### src/rtl/div_pkg.sv
// Shared constants and FSM state type for the sequential restoring divider.
// Holds default operand widths and the IDLE/CALC/DONE state encoding.
package div_pkg;

  localparam int DW_DEF = 8;
  localparam int VW_DEF = 4;

  typedef enum logic [1:0] {
    IDLE = 2'd0,
    CALC = 2'd1,
    DONE = 2'd2
  } state_t;

endpackage

### src/rtl/sub_cell.sv
// One restoring-division step: trial subtract of the divisor from the
// shifted partial remainder, restore mux, and the resulting quotient bit.
// Ports: rem_in (VW+1, shifted remainder), dvs (VW, divisor),
//        rem_out (VW+1, next remainder), q (quotient bit).
module sub_cell #(
  parameter int VW = 4
) (
  input  logic [VW:0]   rem_in,
  input  logic [VW-1:0] dvs,
  output logic [VW:0]   rem_out,
  output logic          q
);

  // One extra bit so the MSB is the borrow of the trial subtract.
  logic [VW+1:0] diff;

  assign diff    = {1'b0, rem_in} - {2'b00, dvs};
  assign q       = ~diff[VW+1];
  assign rem_out = q ? diff[VW:0] : rem_in;

endmodule

### src/rtl/seq_restoring_divider.sv
// Sequential unsigned restoring divider, one quotient bit per cycle, MSB first.
// Ports: clk, rst_n (async low), in_valid/in_ready + dividend (DW), divisor (VW);
//        out_valid/out_ready + quotient (DW), remainder (VW), div_by_zero.
// Build option: DIVZ_FAST_EN finishes a zero-divisor op in one step and flags it.
module seq_restoring_divider
  import div_pkg::*;
#(
  parameter int DW = DW_DEF,
  parameter int VW = VW_DEF
) (
  input  logic          clk,
  input  logic          rst_n,
  input  logic          in_valid,
  output logic          in_ready,
  input  logic [DW-1:0] dividend,
  input  logic [VW-1:0] divisor,
  output logic          out_valid,
  input  logic          out_ready,
  output logic [DW-1:0] quotient,
  output logic [VW-1:0] remainder,
  output logic          div_by_zero
);

  localparam int CW = (DW > 1) ? $clog2(DW) : 1;

  state_t state_q;
  state_t state_d;

  // dvd_q shifts dividend bits out the top and quotient bits in the bottom.
  logic [DW-1:0] dvd_q;
  logic [VW-1:0] dvs_q;
  logic [VW:0]   rem_q;
  logic [CW-1:0] cnt_q;

  logic [VW:0]   rem_sh;
  logic [VW:0]   rem_nx;
  logic          q_bit;
  logic          last;

  // For a nonzero divisor rem_q stays below the divisor, so its MSB is
  // always 0 before the shift; dropping it is safe.
  logic unused_msb;
  assign unused_msb = rem_q[VW];

  assign rem_sh = {rem_q[VW-1:0], dvd_q[DW-1]};

  sub_cell #(
    .VW(VW)
  ) u_cell (
    .rem_in (rem_sh),
    .dvs    (dvs_q),
    .rem_out(rem_nx),
    .q      (q_bit)
  );

`ifdef DIVZ_FAST_EN
  logic dz_q;
  assign last = (cnt_q == CW'(DW - 1)) || dz_q;
  assign div_by_zero = (state_q == DONE) && dz_q;
`else
  assign last = (cnt_q == CW'(DW - 1));
  assign div_by_zero = 1'b0;
`endif

  always_ff @(posedge clk or negedge rst_n) begin
    if (!rst_n) begin
      state_q <= IDLE;
    end else begin
      state_q <= state_d;
    end
  end

  always_comb begin
    state_d = state_q;
    unique case (state_q)
      IDLE: if (in_valid) state_d = CALC;
      CALC: if (last) state_d = DONE;
      DONE: if (out_ready) state_d = IDLE;
      default: state_d = IDLE;
    endcase
  end

  always_ff @(posedge clk or negedge rst_n) begin
    if (!rst_n) begin
      dvd_q <= '0;
      dvs_q <= '0;
      rem_q <= '0;
      cnt_q <= '0;
`ifdef DIVZ_FAST_EN
      dz_q  <= 1'b0;
`endif
    end else begin
      unique case (state_q)
        IDLE: begin
          if (in_valid) begin
            dvd_q <= dividend;
            dvs_q <= divisor;
            rem_q <= '0;
            cnt_q <= '0;
`ifdef DIVZ_FAST_EN
            dz_q  <= (divisor == '0);
`endif
          end
        end
        CALC: begin
`ifdef DIVZ_FAST_EN
          if (dz_q) begin
            dvd_q <= '1;
            rem_q <= {1'b0, dvd_q[VW-1:0]};
          end else begin
            dvd_q <= {dvd_q[DW-2:0], q_bit};
            rem_q <= rem_nx;
            cnt_q <= cnt_q + CW'(1);
          end
`else
          dvd_q <= {dvd_q[DW-2:0], q_bit};
          rem_q <= rem_nx;
          cnt_q <= cnt_q + CW'(1);
`endif
        end
        default: ;
      endcase
    end
  end

  assign in_ready  = (state_q == IDLE);
  assign out_valid = (state_q == DONE);
  assign quotient  = out_valid ? dvd_q : '0;
  assign remainder = out_valid ? rem_q[VW-1:0] : '0;

endmodule

### config.mk
export PLATFORM = sky130hd
export DESIGN_NAME = seq_restoring_divider
export DESIGN_NICKNAME = d
export VERILOG_FILES = /design/src/rtl/div_pkg.sv /design/src/rtl/sub_cell.sv /design/src/rtl/seq_restoring_divider.sv
export SDC_FILE = /design/constraint.sdc
export NUM_CORES = 1
export LEC_CHECK = 0
export BUFFER_PORTS_ARGS = -buffer_cell sky130_fd_sc_hd__clkbuf_2
export CAP_MARGIN = 20
export CORE_UTILIZATION = 45
export DETAILED_ROUTE_END_ITERATION = 6
export PLACE_DENSITY_LB_ADDON = 0.05
export SYNTH_ARGS = -nofsm -noshare
export SYNTH_HDL_FRONTEND = slang
export SYNTH_SLANG_ARGS = --single-unit
### constraint.sdc
create_clock -name clk -period 1.3 [get_ports clk]
set_input_delay 0.065 -clock clk [delete_from_list [all_inputs] [get_ports clk]]
set_output_delay 0.065 -clock clk [all_outputs]
set_load 0.01 [all_outputs]
# After elaboration in Yosys (flattened, before gate mapping)

Index checks and enable logic that the tools add are counted.

Output and inout bits: 15
Bits of input ports: 16
Memory bits (writable): 0
Memory bits (read-only): 0
Latch bits: 0
Memories: 0
Flip-flop bits (word level): 21
Word-level logic and storage cells: 32

Div/mod/pow operators: 0
Order comparisons: 0
Multiplexer cells: 13
Equal/unequal tests: 6
$add $sub $neg: 2
Shifts and indexed selects: 0
Bitwise logic cells: 1
Reductions and logical operators: 5
$mul: 0

Operators with widths:

| operator              | number |
|---|---|
| $mux W8               | 2 |
| $pmux W8 S2           | 1 |
| $mux W4               | 3 |
| $pmux W4 S2           | 1 |
| $mux W2               | 3 |
| $pmux W2 S3           | 1 |
| $pmux W3 S2           | 1 |
| $sub A5 B4 Y6         | 1 |
| $ne A2 B2 Y1 const B  | 2 |
| $reduce_and A2 Y1     | 2 |
| $add A3 B1 Y3 const B | 1 |
| $eq A3 B3 Y1 const B  | 1 |
| $mux W3               | 1 |
| $reduce_and A3 Y1     | 1 |
| $eq A2 B1 Y1 const B  | 1 |
| $eq A2 B2 Y1 const B  | 1 |
| $logic_not A2 Y1      | 1 |
| $ne A2 B1 Y1 const B  | 1 |
| $reduce_bool A2 Y1    | 1 |
| $not A1 Y1            | 1 |

# Longest topological paths before layout

Depth in word-level cells: 3
Mapped depth: 7
Gate-level depth less buffers: 7

# Hierarchy

Synthesis repeated with hierarchy kept, for this count alone.

Cell total of the unflattened synthesis: 126
Area, all modules: 1340.0 um^2

Modules (own cells, without submodules):

| module                | cells an instance | times used | sequential area each (um^2) | area an instance (um^2) |
|---|---|---|---|---|
| seq_restoring_divider | 98                | 1          | 525.5                       | 1104.8 |
| sub_cell              | 28                | 1          | 0.0                         | 235.2 |

# Worst setup path after synthesis

Ideal clock, no wire load.

Path type: register -> register
From: reg dvd_q[7]
To: reg rem_q[2]
Path buffers: 0
Setup time: 127 ps
Clock period less this slack: 1461 ps
Cell stages (with the launch flop): 8
Required time: 1173 ps
Arrival time: 1333 ps
Slack: -161 ps
Cells stage by stage: dfrtp_1 -> inv_1 -> ha_1 -> inv_1 -> fa_1 -> xor2_1 -> nand2_1 -> o211ai_2

Cells in the longest elaborated chain, start to end: 3

RTL lines:

| item                   | line                         | source |
|---|---|---|
| from (decl)            | seq_restoring_divider.sv:30  | `logic [DW-1:0] dvd_q;` |
| from (signal assigned) | seq_restoring_divider.sv:96  | `dvd_q <= dividend;` |
| from (signal assigned) | seq_restoring_divider.sv:116 | `dvd_q <= {dvd_q[DW-2:0], q_bit};` |
| $sub A5 B4 Y6          | sub_cell.sv:17               | `assign diff = {1'b0, rem_in} - {2'b00, dvs};` |
| $mux W4                | sub_cell.sv:19               | `assign rem_out = q ? diff[VW:0] : rem_in;` |
| $pmux W4 S2            | seq_restoring_divider.sv:93  | `unique case (state_q)` |
| to (signal assigned)   | seq_restoring_divider.sv:117 | `rem_q <= rem_nx;` |
| to (decl)              | seq_restoring_divider.sv:32  | `logic [VW:0] rem_q;` |

Every way passes these cells.
A chain may end at the register's enable or synchronous reset.

# Final worst setup path

From: reg rem_q[0]
To: reg rem_q[1]

Cells in the longest elaborated chain, start to end: 3

RTL lines:

| item            | line |
|---|---|
| $sub A5 B4 Y6   | sub_cell.sv:17 |
| $mux W4 (*)     | sub_cell.sv:19 |
| $pmux W4 S2 (*) | seq_restoring_divider.sv:93 |

Every way passes the cells marked *; elsewhere a longest branch is shown, timed or not.

==> run_results.csv <==
group,metric,value,unit
cts,cts_root_buffer,"clkbuf_4",
synthesis,number_of_flops_mapped_to_enable_cells_by_yosys,0,
critical_path,worst-r2r-cell-count,5,
global_route,grt_use_total,0.212,
placement,gp_congestion,0.801,
critical_path,worst_ep_arrival_time,1.72,ns
critical_path,critPathBufInv,0,
global_route,wire_length_of_the_first_global_routing_pass,4340,um
timing,worst_pin_slew,0.527,ns
route,vias_per_cell,5.16,
critical_path,reg2reg_setup_slack,-0.23,ns
route,num_vias,1069,
timing,final_max_slew_viol_count,0,
synthesis,synth.yosys.seq_area_share,0.427,
floorplan,initial_core_util,0.488,
cells_and_area,syn_to_final_growth,48.6,%
floorplan,io_pins,31,
synthesis,netlist-cell-type-count,35,
placement,hpwl,1850,um
critical_path,reg2reg_to,"rem_q[1]",
global_route,first_global_vias,931,
critical_path,crit_path_top_delay_cell,"dfrtp_1",
global_route,grt_max_degree,22,
placement,placed_area,1480,sq um
power,power_leakage,0.870,nW
cts,cts_sinks,21,
worst_hold_path,hold_path_depth,3,
floorplan,fp.dieArea,2950,sq um
worst_hold_path,min_delay_worst_endpoint,"state_q[1]",
route,drc,0,
critical_path,timing_worst_setup_path_type,"flip-flop to flip-flop",
status,violated_checks,"negative setup slack",
synthesis,synth-compound-area-share,0.154,
cells_and_area,nFillCells,204,
run,max_cap_violations,0,
synthesis,synth-xor-area-share,0.00712,
global_route,gr-total-overflow,0,
cts,cts_tree,"built",
critical_path,crit_path_cell_trace,"ha_1 > nor2b_4 > o31ai_4 > and2_4 > o211ai_1",
cells_and_area,nets,201,
floorplan,core_area,2520,sq um
cells_and_area,postLayoutCoreUtil,0.725,
route,wl,2880,um
synthesis,syn-cell-area,1230,sq um
critical_path,critPathLaunchType,"flip-flop",
critical_path,critPathRequiredTime,1.49,ns
route,drt_pass1_iterations,5,
cts,numCtsBuffers,3,
synthesis,syn-num-nets,146,
route,drt_iter0_markers,9,
critical_path,r2r-start,"rem_q[0]",
timing,min_period_over_period,1.17,
timing,setup-violations-final,25,
global_route,grt_antenna_before_repair,0,
cells_and_area,multi_input_comb_area,724,sq um
synthesis,dominant_combinational_cell_family_by_area_after_synthesis,"simple AND/OR/NAND/NOR gates",
cells_and_area,fin_area,1830,sq um
power,max-vdd-ir-drop,0.00156,V
synthesis,synth-seq-cells,21,
timing,tns,-2.50,ns
floorplan,die-width,54.3,um
cells_and_area,mostFrequentLayoutCell,"dfrtp_1",
worst_hold_path,min-delay-path-class,"primary input to flip-flop",
timing,final_critical_path_setup_slack,-0.226,ns
timing,relSlewSlack,0.649,
route,drtAntennaViolNets,0,
timing,final_period_minus_worst_setup_slack,1.53,ns
timing,finalClockSkew,0.00274,ns
critical_path,timing.critical_path.slowest_cell_delay,0.41,ns
placement,place.port_buffers,29,
critical_path,timing.critical_path.max_delay_family,"flip-flops",
cells_and_area,most-common-layout-cells,"19 x dfrtp_1, 18 x nand2_1, 16 x clkbuf_2, 16 x buf_6, 15 x buf_4",
synthesis,arithmetic_cell_share_of_the_synthesized_area_counting_full_adders_half_adders_and_majority_gates,0.0773,
cells_and_area,sequential_cell_area,528,sq um
synthesis,syn_area_per_cell,10.0,sq um
floorplan,row_count,18,
cts,clkSlewWorstSetupHoldPaths,0.12,ns
synthesis,synth-simple-area-share,0.211,
power,p_total,4.27,mW
power,powerDensity,2340,nW/um^2
critical_path,setup.worst_path.end_class,"flip-flop",
floorplan,die_y,54.3,um
timing,timing.final.hold_violations,0,
route,routed_wire_length_per_instance,13.9,um
synthesis,synth-async-reset-ratio,1.00,
cts,cts_max_level,1,
synthesis,netlist_instances,123,
timing,grt_setup_unrepaired,"true",
cts,insertion_delay,0.30,ns
cells_and_area,antenna_cells_inserted,0,
synthesis,synth.mux.area_fraction,0.0580,
worst_hold_path,hold_path_startpoint,"out_ready",
synthesis,yosysWarnings,0,
synthesis,primary_ff_master_synth,"dfrtp_1",
status,outcome,"finished with violations",
cells_and_area,post_route_cells_drive_above_1_share,0.525,
timing,max_clock_freq,655,MHz
cts,clk_path_buf_depth,2,
critical_path,worstPathMaxFanout,4,
==> how the worst max path moves through the flow <==
stage | from | end | depth (start not counted)
finish | rem_q[0] | rem_q[1] | 5
global route | rem_q[0] | rem_q[0] | 6
CTS | rem_q[0] | rem_q[1] | 5
detailed placement | dvd_q[7] | rem_q[2] | 7
global placement | dvd_q[7] | rem_q[2] | 7
floorplan | dvd_q[7] | rem_q[2] | 7
==> repair_timing <==
| action | in CTS | in global routing |
|---|---|---|
| resized for setup | 18 | 57 |
| buffers inserted | 2 | 4 |
| hold endpoints to repair | 25 | 0 |
| cloned | 2 | 2 |
| hold buffers | 5 | 0 |
| pin swaps | 12 | 21 |
| endpoints found under the setup margin | 19 | 33 |
==> per-stage QoR <==
step	std cells	hold WS [ns]	setup WS [ns]
floorplan	123	-0.231	-0.142
global placement	189	0.0714	-0.147
detailed placement	189	0.0765	-0.176
CTS	202	0.0218	-0.200
global route	207	0.0275	-0.316
finish	207	0.0284	-0.226
==> power breakdown <==
group	internal, mW	switching (mW)
clock network	0.115	0.207
registers	0.983	0.245
logic	1.44	1.28
total	2.54	1.73
==> per-layer routing <==
metal / vias up / routed length (um) / track usage
met1: 505 / 1340 / 0.297
met2: 36 / 1400 / 0.350
met3: 2 / 129 / 0.0333
li1: 526 / - / -
met4: 0 / 12 / 0.0385
met5: - / 0 / 0
==> Yosys cell counts, drive strengths merged, types with 2 or more instances <==
cell	number	area (sq um)
nor2	4	22.5
inv	6	22.5
o21ai	16	80.1
ha	6	75.1
nand2	21	78.8
buf	7	55.1
and2	13	83.8
nand4	3	18.8
dfrtp	21	526
mux2i	6	60.1
o211ai	2	20.0
o311ai	2	25.0
nor2b	2	20.0
==> registers in the layout (all words and copies together) (netlist names) <==
signal and count:
dvd_q 8, dvs_q 4, rem_q 4, cnt_q 3, state_q 2
==> tightest hold or removal path: stages <==
cell,delay (ns)
clkbuf_2,0.08
inv_1,0.04
a22o_1,0.12
==> layout make-up <==
class / instances / share of cell area
clock buffers: 3 / 0.0123
clock inverters: 1 / 0.00274
inverters: 6 / 0.0123
multi-input cells: 90 / 0.396
flip-flops and latches: 21 / 0.289
well taps: 30 / 0.0205
repair buffers: 56 / 0.267
==> kinds of logic after synthesis <==
| group | count (synthesis) |
|---|---|
| AO/OA/AOI/OAI | 26 |
| other | 1 |
| AND/OR/NAND/NOR | 47 |
| buffers and inverters | 13 |
| flip-flops | 21 |
| multiplexers | 7 |
| XOR/XNOR | 1 |
| adder cells (fa/ha/maj) | 7 |
(Power assumes the default switching activity.)
